File: src/rtl/binary_to_bcd.sv
// -----------------------------------------------------------------------------
// binary_to_bcd
//   Iterative shift-and-add-3 (double dabble) binary to packed-BCD converter.
//   One input bit is consumed every two cycles (ADD then SHIFT), so a
//   conversion takes a fixed 2*INPUT_WIDTH cycles, whatever the input value.
//
// Parameters
//   INPUT_WIDTH    : width of the unsigned binary input (1..16)
//   DECIMAL_DIGITS : number of BCD digits produced (1..4)
//
// Ports
//   i_Clk      : system clock, rising edge
//   i_Reset    : synchronous active-high reset; aborts any conversion
//   i_Start    : conversion request, only looked at while idle
//   i_Binary   : value to convert, captured together with i_Start
//   o_BCD      : packed BCD result, digit 0 in [3:0]; held until next completion
//   o_Busy     : conversion in progress
//   o_Done     : one-cycle pulse on the cycle o_BCD is updated
//   o_Overflow : last converted value did not fit in DECIMAL_DIGITS digits
// -----------------------------------------------------------------------------

// Per-digit correction: a digit of 5..9 becomes >= 8 so that the following
// left shift carries into the next decade.
module binary_to_bcd_digit (
  input  logic [3:0] i_Digit,
  output logic [3:0] o_Digit
);
  assign o_Digit = (i_Digit >= 4'd5) ? (i_Digit + 4'd3) : i_Digit;
endmodule

module binary_to_bcd #(
  parameter int INPUT_WIDTH    = 7,
  parameter int DECIMAL_DIGITS = 2
) (
  input  logic                        i_Clk,
  input  logic                        i_Reset,
  input  logic                        i_Start,
  input  logic [INPUT_WIDTH-1:0]      i_Binary,
  output logic [4*DECIMAL_DIGITS-1:0] o_BCD,
  output logic                        o_Busy,
  output logic                        o_Done,
  output logic                        o_Overflow
);

  localparam int ACC_W = 4*DECIMAL_DIGITS;
  localparam int CAT_W = ACC_W + INPUT_WIDTH;
  // Counter must hold INPUT_WIDTH itself without wrapping.
  localparam int CNT_W = $clog2(INPUT_WIDTH + 1);

  // Largest value representable in DECIMAL_DIGITS decimal digits.
  localparam logic [31:0] MAX_DEC = 32'(10**DECIMAL_DIGITS - 1);
  // Counter value seen during the SHIFT that completes the conversion.
  localparam logic [CNT_W-1:0] LAST_CNT = CNT_W'(INPUT_WIDTH - 1);

  localparam logic [1:0] S_IDLE  = 2'd0;
  localparam logic [1:0] S_ADD   = 2'd1;
  localparam logic [1:0] S_SHIFT = 2'd2;

  logic [1:0]                          r_State;
  logic [INPUT_WIDTH-1:0]              r_Shift;
  logic [DECIMAL_DIGITS-1:0][3:0]      r_Acc;
  logic [CNT_W-1:0]                    r_Cnt;
  logic                                r_Ovf_Pend;
  logic [ACC_W-1:0]                    r_BCD;
  logic                                r_Busy;
  logic                                r_Done;
  logic                                r_Ovf;

  logic [DECIMAL_DIGITS-1:0][3:0]      w_Adj;
  logic [CAT_W-1:0]                    w_Cat;
  logic                                w_Last;
  logic                                w_Too_Big;

  // All digits are corrected in parallel in the ADD cycle.
  for (genvar g = 0; g < DECIMAL_DIGITS; g++) begin : g_dig
    binary_to_bcd_digit u_dig (
      .i_Digit (r_Acc[g]),
      .o_Digit (w_Adj[g])
    );
  end

  // {accumulator, shift register} moved left by one; the top accumulator bit
  // falls off, which only matters for values already flagged as overflow.
  assign w_Cat     = {r_Acc, r_Shift} << 1;
  assign w_Last    = (r_Cnt == LAST_CNT);
  assign w_Too_Big = (32'(i_Binary) > MAX_DEC);

  always_ff @(posedge i_Clk) begin
    if (i_Reset) begin
      r_State    <= S_IDLE;
      r_Shift    <= '0;
      r_Acc      <= '0;
      r_Cnt      <= '0;
      r_Ovf_Pend <= 1'b0;
      r_BCD      <= '0;
      r_Busy     <= 1'b0;
      r_Done     <= 1'b0;
      r_Ovf      <= 1'b0;
    end else begin
      r_Done <= 1'b0;
      case (r_State)
        S_IDLE: begin
          // Also reached in the o_Done cycle, giving back-to-back conversions.
          if (i_Start) begin
            r_Shift    <= i_Binary;
            r_Acc      <= '0;
            r_Cnt      <= '0;
            r_Ovf_Pend <= w_Too_Big;
            r_Busy     <= 1'b1;
            r_State    <= S_ADD;
          end
        end
        S_ADD: begin
          r_Acc   <= w_Adj;
          r_State <= S_SHIFT;
        end
        S_SHIFT: begin
          {r_Acc, r_Shift} <= w_Cat;
          r_Cnt            <= r_Cnt + CNT_W'(1);
          if (w_Last) begin
            // Overflowed values are blanked to all-F nibbles.
            r_BCD   <= r_Ovf_Pend ? '1 : w_Cat[CAT_W-1:INPUT_WIDTH];
            r_Ovf   <= r_Ovf_Pend;
            r_Done  <= 1'b1;
            r_Busy  <= 1'b0;
            r_State <= S_IDLE;
          end else begin
            r_State <= S_ADD;
          end
        end
        default: r_State <= S_IDLE;
      endcase
    end
  end

  assign o_BCD      = r_BCD;
  assign o_Busy     = r_Busy;
  assign o_Done     = r_Done;
  assign o_Overflow = r_Ovf;

endmodule

File: config.mk
export PLATFORM = sky130hd
export DESIGN_NAME = binary_to_bcd
export DESIGN_NICKNAME = d
export VERILOG_FILES = /design/src/rtl/binary_to_bcd.sv
export SDC_FILE = /design/constraint.sdc
export NUM_CORES = 1
export LEC_CHECK = 0
export ABC_AREA = 0
export ABC_CLOCK_PERIOD_IN_PS = 2100
export BUFFER_PORTS_ARGS = -buffer_cell sky130_fd_sc_hd__clkbuf_2
export CAP_MARGIN = 20
export CORE_MARGIN = 2
export CORE_UTILIZATION = 55
export DETAILED_ROUTE_END_ITERATION = 16
export PLACE_DENSITY = 0.76
export SETUP_SLACK_MARGIN = 0.3
export SYNTH_ARGS = -nofsm -noshare
export SYNTH_HDL_FRONTEND = slang
export SYNTH_SLANG_ARGS = --single-unit
File: constraint.sdc
create_clock -name i_Clk -period 2.1 [get_ports i_Clk]
set_input_delay 0.42 -clock i_Clk [delete_from_list [all_inputs] [get_ports i_Clk]]
set_output_delay 0.42 -clock i_Clk [all_outputs]
set_load 0.005 [all_outputs]
==> results of run 1 <==
[worst min path at each step]
stage / from / endpoint / slack, ns / depth (start not counted)
finish: i_Binary[0] / r_Shift[0]$_SDFFE_PP0P_ / 0.35 / 3
CTS: i_Binary[0] / r_Shift[0]$_SDFFE_PP0P_ / 0.34 / 3
detailed placement: o_Overflow$_SDFFE_PP0P_ / o_Overflow$_SDFFE_PP0P_ / 0.46 / 2
global route: i_Binary[0] / r_Shift[0]$_SDFFE_PP0P_ / 0.35 / 3
global placement: o_Overflow$_SDFFE_PP0P_ / o_Overflow$_SDFFE_PP0P_ / 0.45 / 2
floorplan: o_Overflow$_SDFFE_PP0P_ / o_Overflow$_SDFFE_PP0P_ / 0.45 / 2
[through the flow]
step,utilization,hold WS [ns]
5_1_grt,0.653,0.349
3_5_place_dp,0.619,0.456
4_1_cts,0.647,0.343
6_report,0.653,0.348
3_3_place_gp,0.619,0.449
2_1_floorplan,-,0.453
[cell families (layout without fill, tap and decap cells)]
group,Yosys count,count (layout),synth area share
flops,32,32,0.397
mux,8,8,0.0503
buf+inv,22,40,0.0612
xor+xnor,4,4,0.0217
compound gates,43,43,0.166
fa+ha+maj,10,10,0.0775
simple gates,69,69,0.227
[worst register-to-register path: stages (launching register included)]
cell and delay [ns]:
dfxtp_4 0.37, inv_2 0.05, ha_4 0.17, nor2b_4 0.16
or2_4 0.28, or4_1 0.52, a21oi_1 0.13
[sequential cells by signal (all words and copies together), names as in the netlist]
signal,flops
r_Ovf_Pend,1
o_Overflow,1
r_Acc,8
o_Done,1
r_Shift,7
o_BCD,8
o_Busy,1
r_State,2
r_Cnt,3
[cell usage after synthesis, drive strengths merged]
master   count  area [µm²]
mux2         1        11.3
and3         1        6.26
clkbuf       8        30.0
nor4b        2        17.5
nand2        5        18.8
xnor2        4        35.0
a22oi        9        67.6
nand3b       2        15.0
nor2b        2        20.0
a2bb2oi      1        8.76
inv         10        37.5
o21bai       1        7.51
mux2i        7        70.1
dfxtp       32         641
nor3b        3        22.5
o311ai       1        8.76
nand2b       5        31.3
a21oi       12        60.1
buf          4        31.3
o21ai       11        55.1
or2          2        15.0
nand3        1        5.00
o31ai        2        15.0
ha          10         125
a211oi       6        45.0
nor3        16        80.1
or4          6        45.0
nor2        24        90.1
[layout make-up]
cell class | instances | area (µm²) | area share
inverters | 10 | 37.5 | 0.0207
multi-input cells | 134 | 900 | 0.496
clock inverters | 2 | 35.0 | 0.0193
clock buffers | 6 | 41.3 | 0.0227
repair buffers | 22 | 115 | 0.0634
well taps | 31 | 38.8 | 0.0214
flip-flops and latches | 32 | 648 | 0.357
[power by group through the flow]
stage	clock [µW]	sequential, µW	combinational [µW]
2_1_floorplan	0	659	151
3_3_place_gp	0	665	177
3_5_place_dp	0	666	183
4_1_cts	467	652	184
5_1_grt	497	655	214
6_report	456	652	188
[metal layers]
| layer | part of all wire | vias up | track usage |
|---|---|---|---|
| li1 | - | 698 | - |
| met1 | 0.46 | 617 | 0.244 |
| met2 | 0.49 | 27 | 0.362 |
| met3 | 0.041 | 2 | 0.0714 |
| met4 | 0.0050 | 0 | 0.0930 |
| met5 | 0 | - | 0 |
==> flow_metrics.env, run 1 <==
export IMPL_viasPerCell=5.67
export IMPL_path_buf_inv=1
export IMPL_synth_nets=208
export IMPL_cts_buffer_depth=2
export IMPL_setup_viol=0
export IMPL_clock_latency_ns=0.33
export IMPL_drive_gt1_frac=0.209
export IMPL_crit_path_start="r_State[1]$_SDFFE_PP0P_"
export IMPL_drc=0
export IMPL_cts_buffers=5
export IMPL_synth_warnings=0
export IMPL_critPathRequiredTime_ns=2.37
export IMPL_cts_tree="done"
export IMPL_port_buffers=20
export IMPL_synth_seq_cells=32
export IMPL_clk_pin_slew_ns=0.10
export IMPL_drtPass1Iterations=4
export IMPL_dp_cells=229
export IMPL_grt_pass1_vias=1286
export IMPL_crit_fanout=13
export IMPL_dp_hpwl_um=2300
export IMPL_seq_power_share=0.503
export IMPL_pwr_share_comb=0.145
export IMPL_crit_path_end="r_Acc[6]$_SDFFE_PP0P_"
export IMPL_fillers=238
export IMPL_htreeDepth=2
export IMPL_max_freq_mhz=575
export IMPL_ir_drop_mv=0.663
export IMPL_power_switching_uw=335
export IMPL_gp_congestion=0.851
export IMPL_cp_top_family="simple AND/OR/NAND/NOR gates"
export IMPL_slew_viol_final=0
export IMPL_placed_area_um2=1720
export IMPL_die_height_um=58.2
export IMPL_vias=1344
export IMPL_critPathCaptureType="flip-flop"
export IMPL_fin_area_um2=1820
export IMPL_fin_skew_ns=0.0128
export IMPL_detail_route_antenna_nets=0
export IMPL_postCtsHoldBufs=0
export IMPL_critPathSlowestCell="or4_1"
export IMPL_post_cts_repair_setup_buffers=0
export IMPL_nNetsFinal=225
export IMPL_fin_cells=237
export IMPL_reg2reg_depth=6
export IMPL_final_cell_mix="28 x dfxtp_1, 24 x nor2_1, 20 x clkbuf_2"
export IMPL_yosysUniqueCellTypes=32
export IMPL_r2r_end="r_Acc[6]$_SDFFE_PP0P_"
export IMPL_grt_pass1_wl_um=5510
export IMPL_period_share=0.829
export IMPL_grt_remaining_overflow=0
export IMPL_fin_setup_tns_ns=0
export IMPL_root_buffer="clkbuf_4"
export IMPL_cts_sinks=32
export IMPL_start_kind="flip-flop"
export IMPL_swShare=0.259
export IMPL_drtIter0Drc=61
export IMPL_worstSetupPathType="flip-flop to flip-flop"
export IMPL_crit_chain="inv_2 -> ha_4 -> nor2b_4 -> or2_4 -> or4_1 -> a21oi_1"
export IMPL_rsz0062_at_grt="no"
export IMPL_synth_seq_area_share=0.397
export IMPL_p_leak_uw=0.000691
export IMPL_grt_max_degree=33
export IMPL_worst_pin_slew_ns=0.487
export IMPL_fin_crit_ns=1.74
export IMPL_status="completed"
export IMPL_path_depth=6
export IMPL_dieArea_um2=3390
export IMPL_synth_area_per_cell_um2=8.59
export IMPL_slowest_delay_ns=0.52
export IMPL_min_path_type="input port to flip-flop"
export IMPL_rows=19
export IMPL_power_frac_clock=0.352
export IMPL_final_common_cell="dfxtp_1"
export IMPL_layout_setup_ws_ns=0.360
export IMPL_antenna_found_initial=0
export IMPL_reg2reg_from="r_State[1]$_SDFFE_PP0P_"
export IMPL_routedWlPerCell_um=13.4
export IMPL_die_w_um=58.2
export IMPL_wirelength_um=3170
export IMPL_place_ws_ns=0.363
export IMPL_mappedNetlistArea_um2=1620
export IMPL_power_total_uw=1300
export IMPL_cts_resized=0
export IMPL_p_per_area_nw_per_um2=714
export IMPL_core_um2=2780
export IMPL_rrSetupSlack_ns=0.36
export IMPL_max_cap_violations=0
export IMPL_worstPathArrival_ns=2.01
export IMPL_syn_inst=188
export IMPL_n_antenna_cell=0
export IMPL_hold_viol=0
export IMPL_start_util=0.581
export IMPL_slew_headroom=0.671
export IMPL_grtUsageTotal=0.214
export IMPL_internal_power_uw=961
export IMPL_syn2layout_area_growth_pct=12.4
export IMPL_io_pins=21
Note: power is estimated with default switching activity, not from simulation.
==> run 2, diff against run 1 <==
ABC_CLOCK_PERIOD_IN_PS = 1400   (was 2100)
CORE_UTILIZATION = 51   (was 55)
PLACE_DENSITY = 0.75   (was 0.76)
clock period = 1.4 ns   (was 2.1 ns; I/O delays follow)
==> run 2 against run 1 <==
The flow now finishes with violations (negative setup slack). Sequential share of layout area down 9.4 points. Clock skew down 0.0018 ns. Utilization up 18 points. Maximum frequency up 0.56%. Worst hold slack worse by 0.17 ns. Die area up 7.3%. Total power up 80%. Non-clock buffer count up 42.
==> flow_metrics.env, run 2 (synthesis gave the netlist of run 1 again) <==
export IMPL_status="finished, violations left"
export IMPL_violations="negative setup slack"
export IMPL_place_ws_ns=-0.321
export IMPL_start_util=0.533
export IMPL_grt_pass1_vias=1623
export IMPL_final_cell_mix="31 x buf_4, 19 x dfxtp_1, 18 x nor2_1"
export IMPL_slew_viol_final=0
export IMPL_antenna_found_initial=0
export IMPL_worst_pin_slew_ns=0.508
export IMPL_port_buffers=20
export IMPL_drtIter0Drc=56
export IMPL_clock_latency_ns=0.34
export IMPL_worstSetupPathType="flip-flop to flip-flop"
export IMPL_cts_sinks=32
export IMPL_rows=20
export IMPL_critPathSlowestCell="or4_4"
export IMPL_setup_viol=31
export IMPL_p_leak_uw=0.00101
export IMPL_io_pins=21
export IMPL_whs_ns=0.181
export IMPL_core_um2=3030
export IMPL_min_path_type="input port to flip-flop"
export IMPL_period_share=1.24
export IMPL_grtUsageTotal=0.282
export IMPL_dp_hpwl_um=2540
export IMPL_syn2layout_area_growth_pct=55.8
export IMPL_root_buffer="clkbuf_4"
export IMPL_crit_chain="inv_4 -> ha_4 -> nor2b_4 -> or2_4 -> or4_4 -> a21oi_2"
export IMPL_die_w_um=60.3
export IMPL_detail_route_antenna_nets=0
export IMPL_cts_buffer_depth=2
export IMPL_p_per_area_nw_per_um2=928
export IMPL_grt_pass1_wl_um=7540
export IMPL_drive_gt1_frac=0.550
export IMPL_layout_setup_ws_ns=-0.330
export IMPL_slew_headroom=0.661
export IMPL_fin_skew_ns=0.0110
export IMPL_routedWlPerCell_um=16.5
export IMPL_grt_max_degree=33
export IMPL_hold_viol=0
export IMPL_cts_tree="done"
export IMPL_max_cap_violations=0
export IMPL_die_height_um=60.3
export IMPL_vias=1642
export IMPL_cts_buffers=5
export IMPL_grt_remaining_overflow=0
export IMPL_worstPathArrival_ns=2.00
export IMPL_critPathCaptureType="flip-flop"
export IMPL_critPathRequiredTime_ns=1.67
export IMPL_fin_crit_ns=1.73
export IMPL_clk_pin_slew_ns=0.11
export IMPL_slowest_delay_ns=0.53
export IMPL_crit_fanout=5
export IMPL_rsz0062_at_grt="yes"
export IMPL_drtPass1Iterations=4
export IMPL_max_freq_mhz=578
export IMPL_viasPerCell=5.60
export IMPL_nNetsFinal=268
export IMPL_gp_congestion=0.805
export IMPL_reg2reg_depth=6
export IMPL_start_kind="flip-flop"
export IMPL_wirelength_um=4840
export IMPL_ir_drop_mv=0.730
export IMPL_drc=0
export IMPL_min_path_cells=3
export IMPL_final_common_cell="buf_4"
export IMPL_n_antenna_cell=0
export IMPL_htreeDepth=2
export IMPL_dieArea_um2=3630
==> run 2: cell count changes in the layout (fill, tap and decap cells not counted), moves of 6 or more <==
cell and delta:
buf_4 +29, buf_6 +15, dfxtp_1 -9, dfxtp_2 +8
a21oi_1 -6, nor2_1 -6
==> run 2: cell type report <==
class | count | area, µm²
Multi-Input combinational cell | 135 | 1160
Sequential cell | 32 | 662
Fill cell | 163 | 512
Timing Repair Buffer | 64 | 507
Clock buffer | 7 | 65.1
Tap cell | 44 | 55.1
Inverter | 10 | 40.0
Clock inverter | 1 | 30.0
==> run 2: layer usage <==
layer | track usage | part of all wire | up-vias
met1 | 0.329 | 0.41 | 790
li1 | - | - | 788
met4 | 0.133 | 0.027 | 0
met5 | 0 | 0 | -
met2 | 0.502 | 0.52 | 51
met3 | 0.0390 | 0.048 | 13
==> run 2: worst paths after layout <==
check                                              from                      end  slack [ns]
worst max-delay path            r_State[1]$_SDFFE_PP0P_    r_Acc[6]$_SDFFE_PP0P_       -0.33
worst min-delay path                        i_Binary[0]  r_Shift[0]$_SDFFE_PP0P_        0.18
worst max register to register  r_State[1]$_SDFFE_PP0P_    r_Acc[6]$_SDFFE_PP0P_       -0.33
worst min register to register    o_BCD[2]$_SDFFE_PP0P_    o_BCD[2]$_SDFFE_PP0P_        0.50
==> run 2: repair_timing <==
action / CTS / global route
hold buffers: 0 / 0
resized for setup: 56 / 39
gates cloned: 3 / 0
setup endpoints to repair: 32 / 41
pin swaps: 24 / 12
setup buffers: 15 / 4
==> run 2: power by group <==
| group | internal (µW) | switching, µW | leakage, µW |
|---|---|---|---|
| sequential | 948 | 30.9 | 0.000267 |
| combinational | 279 | 274 | 0.000694 |
| clock | 474 | 331 | 0.0000515 |
==> run 2: through the flow <==
step	TNS [ns]	instances	utilization	total power (µW)	instance area [µm²]
global placement	-3.13	263	0.631	1310	1910
floorplan	-2.20	188	-	1230	1660
finish	-5.06	293	0.831	2340	2520
detailed placement	-4.61	263	0.631	1330	1910
global route	-6.75	293	0.831	2440	2520
CTS	-3.53	289	0.773	2270	2340
==> run 2: worst max-delay path, delay by kind of cell, from the launching register on <==
kind	cells	cell delay [ns]
fa+ha+maj	1	0.15
compound gates	1	0.16
simple gates	3	0.91
buf+inv	1	0.05
flops	1	0.39
